[config.mk]
export PLATFORM = sky130hd
export DESIGN_NAME = game_tick_ctrl_flat
export DESIGN_NICKNAME = d
export VERILOG_FILES = /design/src/rtl/game_tick_ctrl_if.sv /design/src/rtl/game_tick_ctrl.sv /design/src/flat_wrapper.sv
export SDC_FILE = /design/constraint.sdc
export NUM_CORES = 1
export LEC_CHECK = 0
export CAP_MARGIN = 20
export CELL_PAD_IN_SITES_DETAIL_PLACEMENT = 0
export CELL_PAD_IN_SITES_GLOBAL_PLACEMENT = 1
export CORE_MARGIN = 2
export CORE_UTILIZATION = 46
export DETAILED_ROUTE_END_ITERATION = 12
export HOLD_SLACK_MARGIN = 0.08
export PLACE_DENSITY = 0.8
export SYNTH_ARGS = -nofsm -noshare
export SYNTH_HDL_FRONTEND = slang
export SYNTH_SLANG_ARGS = --single-unit
export TNS_END_PERCENT = 50
[constraint.sdc]
create_clock -name clk -period 5.8 [get_ports clk]
set_input_delay 0.87 -clock clk [delete_from_list [all_inputs] [get_ports clk]]
set_output_delay 0.87 -clock clk [all_outputs]
set_load 0.05 [all_outputs]
[src/rtl/game_tick_ctrl_if.sv]
// Signal bundle between the game tick controller (slave) and the game logic that drives it (master).
interface game_tick_ctrl_if;
  logic        start;
  logic        pause;
  logic [2:0]  speed_lvl;
  logic        tick_ack;
  logic        vga_ce;
  logic        rand_ce;
  logic        game_tick;
  logic        running;
  logic        paused;
  logic        overrun;
  logic [15:0] tick_cnt;

  modport master (
    output start, pause, speed_lvl, tick_ack,
    input  vga_ce, rand_ce, game_tick, running, paused, overrun, tick_cnt
  );

  modport slave (
    input  start, pause, speed_lvl, tick_ack,
    output vga_ce, rand_ce, game_tick, running, paused, overrun, tick_cnt
  );
endinterface

[src/rtl/game_tick_ctrl.sv]
// Central game timing: free-running VGA/random clock enables plus a speed-programmable
// game tick under a start/pause FSM, delivered with a request/acknowledge handshake.
module game_tick_ctrl #(
  parameter int CNT_W     = 32,
  parameter int VGA_DIV   = 4,
  parameter int RAND_DIV  = 32768,
  parameter int GAME_BASE = 50000000,
  parameter int GAME_STEP = 5000000,
  parameter int GAME_MIN  = 5000000
) (
  input  logic            clk,
  input  logic            rst,
  game_tick_ctrl_if.slave bus
);

  localparam int VGA_W  = (VGA_DIV  > 1) ? $clog2(VGA_DIV)  : 1;
  localparam int RAND_W = (RAND_DIV > 1) ? $clog2(RAND_DIV) : 1;
  localparam int PW     = CNT_W + 4;

  localparam logic [VGA_W-1:0]  VGA_LAST  = VGA_W'(VGA_DIV - 1);
  localparam logic [RAND_W-1:0] RAND_LAST = RAND_W'(RAND_DIV - 1);
  localparam logic [PW-1:0]     HEADROOM  = PW'(GAME_BASE - GAME_MIN);
  localparam logic [PW-1:0]     STEP_EXT  = PW'(GAME_STEP);
  localparam logic [CNT_W-1:0]  BASE_P    = CNT_W'(GAME_BASE);
  localparam logic [CNT_W-1:0]  MIN_P     = CNT_W'(GAME_MIN);

  typedef enum logic [1:0] {IDLE, RUN, PAUSE} state_t;

  state_t              state;
  logic [VGA_W-1:0]    vga_cnt;
  logic [RAND_W-1:0]   rand_cnt;
  logic [CNT_W-1:0]    game_cnt;
  logic [CNT_W-1:0]    period_q;
  logic [PW-1:0]       step_prod;
  logic [CNT_W-1:0]    period_calc;
  logic                tick_ev;
  logic                running_q;
  logic                paused_q;
  logic                game_tick_q;
  logic                overrun_q;
  logic [15:0]         tick_cnt_q;

  always_ff @(posedge clk) begin
    if (rst) begin
      vga_cnt  <= '0;
      rand_cnt <= '0;
    end else begin
      vga_cnt  <= (vga_cnt == VGA_LAST)   ? '0 : vga_cnt + VGA_W'(1);
      rand_cnt <= (rand_cnt == RAND_LAST) ? '0 : rand_cnt + RAND_W'(1);
    end
  end

  assign bus.vga_ce  = (vga_cnt == VGA_LAST);
  assign bus.rand_ce = (rand_cnt == RAND_LAST);

  // Product is computed wide so the clamp comparison can never underflow the period.
  assign step_prod   = PW'(bus.speed_lvl) * STEP_EXT;
  assign period_calc = (step_prod > HEADROOM) ? MIN_P : BASE_P - step_prod[CNT_W-1:0];

  assign tick_ev = (state == RUN) && (game_cnt == period_q - CNT_W'(1));

  always_ff @(posedge clk) begin
    if (rst) begin
      state     <= IDLE;
      game_cnt  <= '0;
      period_q  <= '0;
      running_q <= 1'b0;
      paused_q  <= 1'b0;
    end else begin
      case (state)
        IDLE: begin
          game_cnt <= '0;
          if (bus.start) begin
            state     <= RUN;
            period_q  <= period_calc;
            running_q <= 1'b1;
          end
        end
        RUN: begin
          // The count of the cycle in which pause is sampled is still taken.
          if (tick_ev) begin
            game_cnt <= '0;
            period_q <= period_calc;
          end else begin
            game_cnt <= game_cnt + CNT_W'(1);
          end
          if (bus.pause) begin
            state     <= PAUSE;
            running_q <= 1'b0;
            paused_q  <= 1'b1;
          end
        end
        PAUSE: begin
          if (!bus.pause) begin
            state     <= RUN;
            running_q <= 1'b1;
            paused_q  <= 1'b0;
          end
        end
        default: begin
          state     <= IDLE;
          game_cnt  <= '0;
          running_q <= 1'b0;
          paused_q  <= 1'b0;
        end
      endcase
    end
  end

  // A new tick overrides a same-cycle ack; an unacked tick is flagged, never queued.
  always_ff @(posedge clk) begin
    if (rst) begin
      game_tick_q <= 1'b0;
      overrun_q   <= 1'b0;
      tick_cnt_q  <= '0;
    end else if (tick_ev) begin
      game_tick_q <= 1'b1;
      tick_cnt_q  <= tick_cnt_q + 16'd1;
      if (game_tick_q && !bus.tick_ack) begin
        overrun_q <= 1'b1;
      end
    end else if (game_tick_q && bus.tick_ack) begin
      game_tick_q <= 1'b0;
    end
  end

  assign bus.game_tick = game_tick_q;
  assign bus.running   = running_q;
  assign bus.paused    = paused_q;
  assign bus.overrun   = overrun_q;
  assign bus.tick_cnt  = tick_cnt_q;

endmodule

[src/flat_wrapper.sv]
// flat-port wrapper written by rule: the top's interface ports become plain ports
module game_tick_ctrl_flat 
#(
  parameter int CNT_W     = 32,
  parameter int VGA_DIV   = 4,
  parameter int RAND_DIV  = 32768,
  parameter int GAME_BASE = 50000000,
  parameter int GAME_STEP = 5000000,
  parameter int GAME_MIN  = 5000000
)
  (clk, rst, bus_start, bus_pause, bus_speed_lvl, bus_tick_ack, bus_vga_ce, bus_rand_ce, bus_game_tick, bus_running, bus_paused, bus_overrun, bus_tick_cnt);
  game_tick_ctrl_if bus_i ();
  input  logic clk;
  input  logic rst;
  input wire logic [$bits(bus_i.start)-1:0] bus_start;
  input wire logic [$bits(bus_i.pause)-1:0] bus_pause;
  input wire logic [$bits(bus_i.speed_lvl)-1:0] bus_speed_lvl;
  input wire logic [$bits(bus_i.tick_ack)-1:0] bus_tick_ack;
  output wire logic [$bits(bus_i.vga_ce)-1:0] bus_vga_ce;
  output wire logic [$bits(bus_i.rand_ce)-1:0] bus_rand_ce;
  output wire logic [$bits(bus_i.game_tick)-1:0] bus_game_tick;
  output wire logic [$bits(bus_i.running)-1:0] bus_running;
  output wire logic [$bits(bus_i.paused)-1:0] bus_paused;
  output wire logic [$bits(bus_i.overrun)-1:0] bus_overrun;
  output wire logic [$bits(bus_i.tick_cnt)-1:0] bus_tick_cnt;
  assign bus_i.start = bus_start;
  assign bus_i.pause = bus_pause;
  assign bus_i.speed_lvl = bus_speed_lvl;
  assign bus_i.tick_ack = bus_tick_ack;
  assign bus_vga_ce = bus_i.vga_ce;
  assign bus_rand_ce = bus_i.rand_ce;
  assign bus_game_tick = bus_i.game_tick;
  assign bus_running = bus_i.running;
  assign bus_paused = bus_i.paused;
  assign bus_overrun = bus_i.overrun;
  assign bus_tick_cnt = bus_i.tick_cnt;
  game_tick_ctrl #(.CNT_W(CNT_W), .VGA_DIV(VGA_DIV), .RAND_DIV(RAND_DIV), .GAME_BASE(GAME_BASE), .GAME_STEP(GAME_STEP), .GAME_MIN(GAME_MIN)) u_core (.clk(clk), .rst(rst), .bus(bus_i));
endmodule
==> results_dict.tcl, run 1 <==
set metrics [dict create \
    status "complete, no violations" \
    hp-class "reg2reg" \
    internal_power_w 0.00110 \
    crit_slowest_cell "o311ai_0" \
    overflow 0 \
    synth_fp_nets 781 \
    clk_latency_ps 350 \
    start_util_pct 47.1 \
    power.density_nw_per_um2 245 \
    synth_seq_area_share_pct 31.1 \
    worstPathRequired_ps 6060 \
    drv_cap 0 \
    gp_congestion 0.907 \
    post-cts-setup-buffers 0 \
    worst_ep_arrival_time_ps 4920 \
    die_y_um 117 \
    clkPwrFrac_pct 36.4 \
    max_slew_margin_pct 46.5 \
    synth_most_common_cell "dfxtp_1" \
    first_iter_violations 268 \
    cts_hold_buf 0 \
    crit_path_max_fanout 7 \
    dieWidth_um 117 \
    synth-xor-area-share_pct 10.2 \
    drc 0 \
    clock_path_buffers 2 \
    nFillCells 1209 \
    slew_viol_final 0 \
    diodes 0 \
    hold_violations 0 \
    switching_share_pct 32.0 \
    grt_first_pass_wirelength_um 24200 \
    numCtsBuffers 9 \
    htree_num_levels 3 \
    drive_gt1_share_pct 5.60 \
    ctsResizeCount 0 \
    critPathMaxStageDelay_ps 610 \
    combPwrFrac_pct 21.4 \
    ant_nets 0 \
    clkSlewWorstSetupHoldPaths_ps 70 \
    worst_pin_slew_ps 803 \
    nNetsFinal 791 \
    synth-adder-area-share_pct 4.35 \
    p_leak_nw 2.24 \
    yosysWarnings 0 \
    grt_setup_unrepaired "false" \
    boundaryPins 30 \
    fin_crit_ps 4660 \
    grtUsageTotal_pct 21.1 \
    crit_buf_inv 3 \
    synth_mux_area_share_pct 1.78 \
    row_count 41 \
    cp_top_family "compound AO/OA/AOI/OAI gates" \
    first_pass_iters 4 \
    synth_area_um2 5920 \
    grt_max_degree 55 \
    utilization_pct 52.8 \
    synthToLayoutAreaGrowth_pct 12.1 \
    root_buffer "clkbuf_16" \
    seqPwrFrac_pct 42.3 \
    power_switching_w 0.000519 \
    num_vias 5406 \
    cp-start-kind "input port" \
    ys.flop_type "dfxtp_1" \
    synth_top_family_by_area "simple AND/OR/NAND/NOR gates" \
    core-area_um2 12600 \
    wl_per_cell_um 15.4 \
    max_freq_mhz 215 \
    synthDistinctLibCells 66 \
    drt_wl_total_um 14500 \
    async_flop_share_pct 0 \
    antenna_found_initial 0 \
    fin_worst_skew_ps 4.85 \
    ys_top_cells_by_count "92 x dfxtp_1, 72 x nand2_1, 64 x nor2_1, 48 x a21oi_1, 41 x nand3_1" \
    syn_inst 753 \
    setup_violations 0 \
    grt_pass1_vias 5016 \
    drt-vias-per-instance 5.75 \
    ir_drop_mv 0.170 \
    tns_ps 0 \
    avgSynthCellArea_um2 7.86 \
    cts.sinks 92 \
    yosysTopAreaCell "dfxtp_1" \
    path_cells "clkdlybuf4s50_1 > inv_1 > ha_1 > ha_1 > inv_1 > fa_1 > nand2b_1 > a211oi_1 > xnor2_1 > nand4_1 > o311ai_0 > nand4_1 > xnor2_1 > a311oi_1" \
    synth_top_area_share_pct 31.1 \
    synth-simple-area-share_pct 29.4 \
    crit_path_end_kind "flop" \
    io_buffers 29 \
    dieArea_um2 13800 \
    finalCritPeriodShare_pct 80.4 \
    synth.area.top_cells "dfxtp_1 31%, xnor2_1 5.9%, nand2_1 4.6%, a21oi_1 4.1%, nor2_1 4.1%" \
    ys_seq_elements 92 \
    synth_edf_count 0 \
    synth_compound_gate_area_share_pct 18.4 \
    hpwl_um 10600 \
    criticalPathCategory "in2reg" \
    cts_tree "yes" \
]
[area by class of cell]
cell class / count / area (µm²) / share of cell area, %
tap: 172 / 215 / 3.24
inverter: 30 / 113 / 1.70
clock inverter: 7 / 73.8 / 1.11
sequential: 92 / 1840 / 27.8
clock buffer: 9 / 225 / 3.39
timing repair buffer: 37 / 353 / 5.32
multi-input combinational: 593 / 3810 / 57.5
[per-stage QoR]
step / area [µm²] / worst slack [ps] / power [W] / cells / hold slack [ps]
2_1_floorplan: 5920 / 1500 / 0.000967 / 753 / 408
3_5_place_dp: 6320 / 784 / 0.00104 / 923 / 438
4_1_cts: 6620 / 1150 / 0.00164 / 939 / 449
5_1_grt: 6640 / 781 / 0.00170 / 940 / 468
6_report: 6640 / 1140 / 0.00162 / 940 / 443
3_3_place_gp: 6320 / 890 / 0.00103 / 923 / 416
[cell families after synthesis]
family	count (synthesis)
xor gates and xnor gates	66
DFF	92
buffers and inverters	68
adders and majority gates	20
muxes	10
and+or+nand+nor	333
AOI/OAI and AO/OA	164
[power groups by stage]
stage,combinational [W],clock [W],sequential (W)
3_5_place_dp,0.000341,0,0.000700
6_report,0.000347,0.000590,0.000686
4_1_cts,0.000344,0.000608,0.000685
3_3_place_gp,0.000334,0,0.000698
2_1_floorplan,0.000277,0,0.000690
5_1_grt,0.000384,0.000630,0.000691
[worst paths after layout]
| kind | from | to | slack [ps] | cells past startpoint |
|---|---|---|---|---|
| max | bus_speed_lvl[1] | u_core.period_q[22] | 1140 | 14 |
| min | u_core.vga_cnt[0] | u_core.vga_cnt[0] | 440 | 1 |
| max reg2reg | u_core.period_q[6] | u_core.bus.tick_cnt[5] | 1420 | 8 |
| min reg2reg | u_core.vga_cnt[0] | u_core.vga_cnt[0] | 440 | 1 |
[layer usage]
| metal | vias up | global-route usage, % | routed length (µm) |
|---|---|---|---|
| met5 | - | 0 | 0 |
| met4 | 0 | 7.61 | 363 |
| met3 | 25 | 4.46 | 493 |
| met2 | 92 | 34.6 | 6870 |
| met1 | 2545 | 27.4 | 6790 |
| li1 | 2744 | - | - |
[cells in the final DEF, fill, tap and decap left out, types with 3 or more instances in the layout]
cell type	synthesis	routed
dfxtp_1	92	92
nand2_1	72	72
nor2_1	64	63
a21oi_1	48	48
nand3_1	41	41
xnor2_1	40	40
o21ai_0	31	31
inv_1	29	29
clkdlybuf4s50_1	0	28
or3_1	25	25
xor2_1	24	24
nand4_1	21	21
ha_1	19	19
nor2b_1	16	16
o31ai_1	15	15
nor3_1	15	15
or4_1	14	14
nand2b_1	14	14
nor4_1	13	13
o311ai_0	10	10
and3_1	9	9
clkbuf_16	0	9
and2_1	8	8
buf_4	0	7
mux2i_1	6	6
a311oi_1	7	6
a21o_1	5	5
a31oi_1	5	5
o22ai_1	4	4
o211ai_1	4	4
a211oi_1	4	4
mux2_2	4	4
inv_6	0	4
or2_2	3	3
nand3b_1	3	3
o22a_1	3	3
o21bai_1	3	3
and4_1	3	3
[registers in the layout, summed over array words and instances, names as in the netlist]
| signal | flops |
|---|---|
| u_core.bus.tick_cnt | 16 |
| u_core.state | 2 |
| u_core.bus.game_tick | 1 |
| u_core.vga_cnt | 2 |
| u_core.game_cnt | 32 |
| u_core.period_q | 21 |
| u_core.rand_cnt | 15 |
| u_core.bus.running | 1 |
| u_core.bus.overrun | 1 |
| u_core.bus.paused | 1 |
Power figures use the tool's default switching activity.
==> run 2, diff against run 1 <==
Settings changed: CORE_UTILIZATION 46 to 41, PLACE_DENSITY 0.8 to 0.75.
Clock period 5.8 ns to 4.2 ns, I/O delays scaled along.
==> run 2 against run 1 <==
  * Clock skew grew 5.4 ps
  * Combinational power grew 47%
  * Cell area grew 2.4%
  * Hold slack lost 12 ps
  * Highest routed layer unchanged
  * First-iteration DRC count grew 35%
  * Register-to-register slack lost 960 ps
  * Clock power grew 28%
  * Final cell count grew 3.2%
  * Critical endpoint unchanged
  * Largest cell class unchanged
  * Count of clock-buffer cells in the layout grew 2
  * Critical path type unchanged
  * Sequential share of layout area shrank 0.65 points
==> results_dict.tcl, run 2 (synthesis results as in run 1) <==
set metrics [dict create \
    post-cts-setup-buffers 0 \
    holdWs_ps 431 \
    met2_length_um 7100 \
    grt_first_pass_wirelength_um 24800 \
    hp-class "reg2reg" \
    finalCritPeriodShare_pct 91.6 \
    overflow 0 \
    path_cells "clkdlybuf4s50_1 > inv_1 > ha_1 > ha_1 > inv_1 > fa_1 > nand2b_1 > a211oi_1 > xnor2_1 > nand4_1 > o311ai_0 > buf_4 > nand4_1 > xnor2_1 > a311oi_1" \
    drt-vias-per-instance 5.64 \
    root_buffer "clkbuf_16" \
    core-area_um2 14000 \
    post_dp_cell_area_um2 6520 \
    numCtsBuffers 9 \
    start_util_pct 42.3 \
    crit_path_max_fanout 4 \
    holdPathEnd "u_core.vga_cnt[0]" \
    ctsResizeCount 0 \
    criticalPathCategory "in2reg" \
    wl_met3_um 389 \
    setup_violations 0 \
    stdcell_area_um2 6790 \
    dieArea_um2 15400 \
    utilization_pct 48.6 \
    status "complete, no violations" \
    htree_num_levels 3 \
    placed_cells 954 \
    boundaryPins 30 \
    antenna_found_initial 0 \
    mostFrequentLayoutCells "92 x dfxtp_1, 72 x nand2_1, 63 x nor2_1" \
    drv_cap 0 \
    drc 0 \
    grt_pass1_vias 5106 \
    first_pass_iters 5 \
    synthToLayoutAreaGrowth_pct 14.8 \
    rr_startpoint "u_core.period_q[6]" \
    max_freq_mhz 260 \
    fin_worst_skew_ps 10.2 \
    final_common_cell "dfxtp_1" \
    drive_gt1_share_pct 7.97 \
    r2r_cells 10 \
    drt_wl_total_um 15000 \
    fin_crit_ps 3850 \
    ant_nets 0 \
    die_y_um 124 \
    rrSetupSlack_ps 460 \
    worst_pin_slew_ps 732 \
    hp-start "u_core.vga_cnt[0]" \
    diodes 0 \
    ir_drop_mv 0.207 \
    slew_viol_final 0 \
    final_cells 970 \
    first_iter_violations 363 \
    cts_hold_buf 0 \
    cp-start-kind "input port" \
    wl_per_cell_um 15.5 \
    power.density_nw_per_um2 325 \
    clock_path_buffers 2 \
    dieWidth_um 124 \
    crit_slowest_cell "clkdlybuf4s50_1" \
    rr_endpoint "u_core.bus.tick_cnt[15]" \
    grt_max_degree 36 \
    top_register "u_core.game_cnt" \
    tns_ps 0 \
    clk_latency_ps 350 \
    max_slew_margin_pct 50.7 \
    nNetsFinal 813 \
    top_layer "met4" \
    cts_tree "yes" \
    worstPathRequired_ps 4460 \
    met1_length_um 7190 \
    worst_ep_arrival_time_ps 4100 \
    hold_depth 1 \
    p_leak_nw 2.33 \
    row_count 43 \
    crit_path_end_kind "flop" \
    largest_reg_flops 32 \
    grtUsageTotal_pct 20.3 \
    hold_violations 0 \
    num_vias 5467 \
    io_buffers 29 \
    clkSlewWorstSetupHoldPaths_ps 70 \
    hpwl_um 11200 \
    critPathMaxStageDelay_ps 480 \
    gp_congestion 0.903 \
    grt_setup_unrepaired "false" \
    cts.sinks 92 \
]
==> run 2: changes by cell type in the layout (fill, tap and decap cells not counted), sizes merged <==
cell / previous run / this run
clkbuf: 9 / 11
inv: 35 / 30
clkinv: 2 / 3
clkinvlp: 0 / 2
buf: 9 / 31
==> run 2: area by class of cell <==
| cell class | instances | area [µm²] |
|---|---|---|
| sequential | 92 | 1840 |
| inverter | 30 | 113 |
| tap | 180 | 225 |
| clock buffer | 11 | 233 |
| multi-input combinational | 593 | 3810 |
| timing repair buffer | 59 | 531 |
| fill | 1372 | 7190 |
| clock inverter | 5 | 37.5 |
==> run 2: power breakdown <==
group          total [W]  internal (W)  switching, W
sequential      0.000946      0.000902     0.0000442
combinational   0.000509      0.000221      0.000288
clock           0.000755      0.000404      0.000352
==> run 2: metal layers <==
metal / GRT usage [%] / up-vias
met5: 0 / -
met3: 3.21 / 25
li1: - / 2793
met1: 26.9 / 2565
met4: 8.36 / 0
met2: 32.9 / 84
==> run 2: through the flow <==
stage	setup slack [ps]	power, W
after global placement	143	0.00146
after global routing	81.5	0.00233
after CTS	334	0.00222
after floorplan	138	0.00134
final	354	0.00221
after detailed placement	-21.6	0.00147
==> run 2: worst max-delay path: cells and delay by family <==
family                   cells  cell delay [ps]
AO/OA/AOI/OAI                3              920
XOR/XNOR                     2              360
adder cells (fa/ha/maj)      3              900
buffers and inverters        4              810
AND/OR/NAND/NOR              3              480
==> run 2: worst max-delay path by stage <==
stage	depth (start not counted)	endpoint	startpoint
final	15	u_core.period_q[22]	bus_speed_lvl[1]
after global routing	15	u_core.period_q[22]	bus_speed_lvl[1]
after CTS	15	u_core.period_q[22]	bus_speed_lvl[1]
after detailed placement	15	u_core.period_q[22]	bus_speed_lvl[1]
after global placement	15	u_core.period_q[22]	bus_speed_lvl[1]
after floorplan	14	u_core.period_q[22]	bus_speed_lvl[0]
==> run 3, diff against run 2 <==
--- a/config.mk
+++ b/config.mk
@@ -11,6 +11,7 @@
 export CORE_MARGIN = 2
-export CORE_UTILIZATION = 41
+export CORE_UTILIZATION = 49
 export DETAILED_ROUTE_END_ITERATION = 12
+export GPL_ROUTABILITY_DRIVEN = 0
 export HOLD_SLACK_MARGIN = 0.08
-export PLACE_DENSITY = 0.75
+export PLACE_DENSITY = 0.85
 export SYNTH_ARGS = -nofsm -noshare
==> constraint.sdc (replaced) <==
create_clock -name clk -period 4.6 [get_ports clk]
set_input_delay 0.46 -clock clk [delete_from_list [all_inputs] [get_ports clk]]
set_output_delay 0.46 -clock clk [all_outputs]
set_load 0.05 [all_outputs]
==> run 3 against run 2 <==
  * Sequential power decreased by 8.6%
  * Critical path depth is 2 lower
  * Combinational power down 14%
  * Cell area is 2.1% lower
  * Via count down 0.68%
  * Final cell count decreased by 5.1%
  * Sequential cell count stayed put
  * Count of clock-buffer cells in the layout shrank 1
  * Global-route usage rose by 2.5 points
  * Register-to-register slack gained 200 ps
==> results_dict.tcl, run 3 (synthesis results as in run 1) <==
set metrics [dict create \
    criticalPathCategory "in2reg" \
    nFillCells 1124 \
    place_ws_ps 306 \
    hold_depth 1 \
    grtUsageTotal_pct 22.8 \
    clk_latency_ps 360 \
    core-area_um2 11900 \
    drc 0 \
    slew_viol_final 0 \
    worst_ep_arrival_time_ps 4210 \
    max_slew_margin_pct 51.0 \
    dieArea_um2 13000 \
    fin_crit_ps 3950 \
    crit_path_max_fanout 9 \
    stdcell_area_um2 6650 \
    setup_ws_ps 653 \
    drt_wl_total_um 14300 \
    drt-vias-per-instance 5.90 \
    first_iter_violations 302 \
    clock_path_buffers 2 \
    holdPathEnd "u_core.vga_cnt[0]" \
    start_util_pct 49.7 \
    ctsResizeCount 0 \
    grt_first_pass_wirelength_um 24200 \
    io_buffers 29 \
    hp-class "reg2reg" \
    num_vias 5430 \
    rrSetupSlack_ps 660 \
    numCtsBuffers 9 \
    die_y_um 114 \
    r2r_cells 10 \
    synthToLayoutAreaGrowth_pct 12.4 \
    root_buffer "clkbuf_16" \
    power_w 0.00206 \
    largest_reg_flops 32 \
    diodes 0 \
    rr_startpoint "u_core.period_q[6]" \
    hpwl_um 10700 \
    worstPathRequired_ps 4870 \
    crit_path_end_kind "flop" \
    post_dp_cell_area_um2 6330 \
    mostFrequentLayoutCells "92 x dfxtp_1, 72 x nand2_1, 64 x nor2_1" \
    p_leak_nw 2.27 \
    grt_max_degree 30 \
    top_register "u_core.game_cnt" \
    hp-start "u_core.vga_cnt[0]" \
    post-cts-setup-buffers 0 \
    clkSlewWorstSetupHoldPaths_ps 70 \
    status "complete, no violations" \
    ir_drop_mv 0.185 \
    cts.sinks 92 \
    cp-start-kind "input port" \
    ant_nets 0 \
    cts_tree "yes" \
    antenna_found_initial 0 \
    row_count 40 \
    grt_setup_unrepaired "false" \
    nNetsFinal 797 \
    worst_pin_slew_ps 733 \
    cts_hold_buf 0 \
    grt_pass1_vias 5074 \
    dieWidth_um 114 \
    htree_num_levels 3 \
    overflow 0 \
    fin_worst_skew_ps 10.3 \
    max_freq_mhz 253 \
    boundaryPins 30 \
    power.density_nw_per_um2 310 \
    tns_ps 0 \
    drv_cap 0 \
    hold_violations 0 \
    final_common_cell "dfxtp_1" \
    rr_endpoint "u_core.bus.tick_cnt[15]" \
    first_pass_iters 5 \
    wl_per_cell_um 15.5 \
    finalCritPeriodShare_pct 85.8 \
    setup_violations 0 \
    drive_gt1_share_pct 6.20 \
]
[run 3: changes by cell type in the layout (fill, tap and decap cells not counted), moves of 2 or more]
cell        before  now
inv_8            0    3
buf_4           28   13
clkbuf_1         2    0
clkinvlp_4       2    0
[run 3: metrics by stage]
stage / cells / hold WS, ps / util [%]
finish: 921 / 438 / 55.9
floorplan: 753 / 408 / -
global placement: 904 / 415 / 53.2
detailed placement: 904 / 421 / 53.2
global route: 921 / 465 / 55.9
CTS: 920 / 439 / 55.7
[run 3: worst max-delay path: stages]
cell and delay (ps):
clkdlybuf4s50_1 700, ha_1 290, ha_1 210, inv_1 80
fa_1 410, nand2b_1 190, a21oi_1 170, xor2_1 360
nand4_1 220, o311ai_0 540, nand4_1 180, xnor2_1 150
a311oi_1 250
[run 3: worst max path at each step]
stage / end / slack [ps] / depth (start not counted) / startpoint
final: u_core.period_q[22] / 650 / 13 / bus_speed_lvl[2]
after floorplan: u_core.period_q[22] / 710 / 14 / bus_speed_lvl[0]
after global routing: u_core.period_q[22] / 260 / 14 / bus_speed_lvl[1]
after detailed placement: u_core.period_q[22] / 310 / 13 / bus_speed_lvl[2]
after CTS: u_core.period_q[23] / 500 / 10 / u_core.period_q[6]
after global placement: u_core.period_q[22] / 510 / 13 / bus_speed_lvl[2]
[run 3: where the power goes]
group	internal (W)	switching (W)	leakage [nW]
clock	0.000399	0.000357	0.151
sequential	0.000823	0.0000425	0.747
combinational	0.000188	0.000251	1.38
[run 3: layout make-up]
class	count	area (µm²)	area share [%]
tap	147	184	2.76
sequential	92	1840	27.7
multi-input combinational	593	3810	57.3
inverter	30	113	1.69
timing repair buffer	43	398	5.98
clock buffer	10	239	3.59
clock inverter	6	67.6	1.02
[run 3: metal layers]
| metal | wire (µm) | track usage [%] | vias up |
|---|---|---|---|
| li1 | - | - | 2773 |
| met1 | 6830 | 30.7 | 2550 |
| met2 | 6730 | 36.9 | 88 |
| met3 | 478 | 3.93 | 19 |
| met4 | 234 | 7.89 | 0 |
| met5 | 0 | 0 | - |
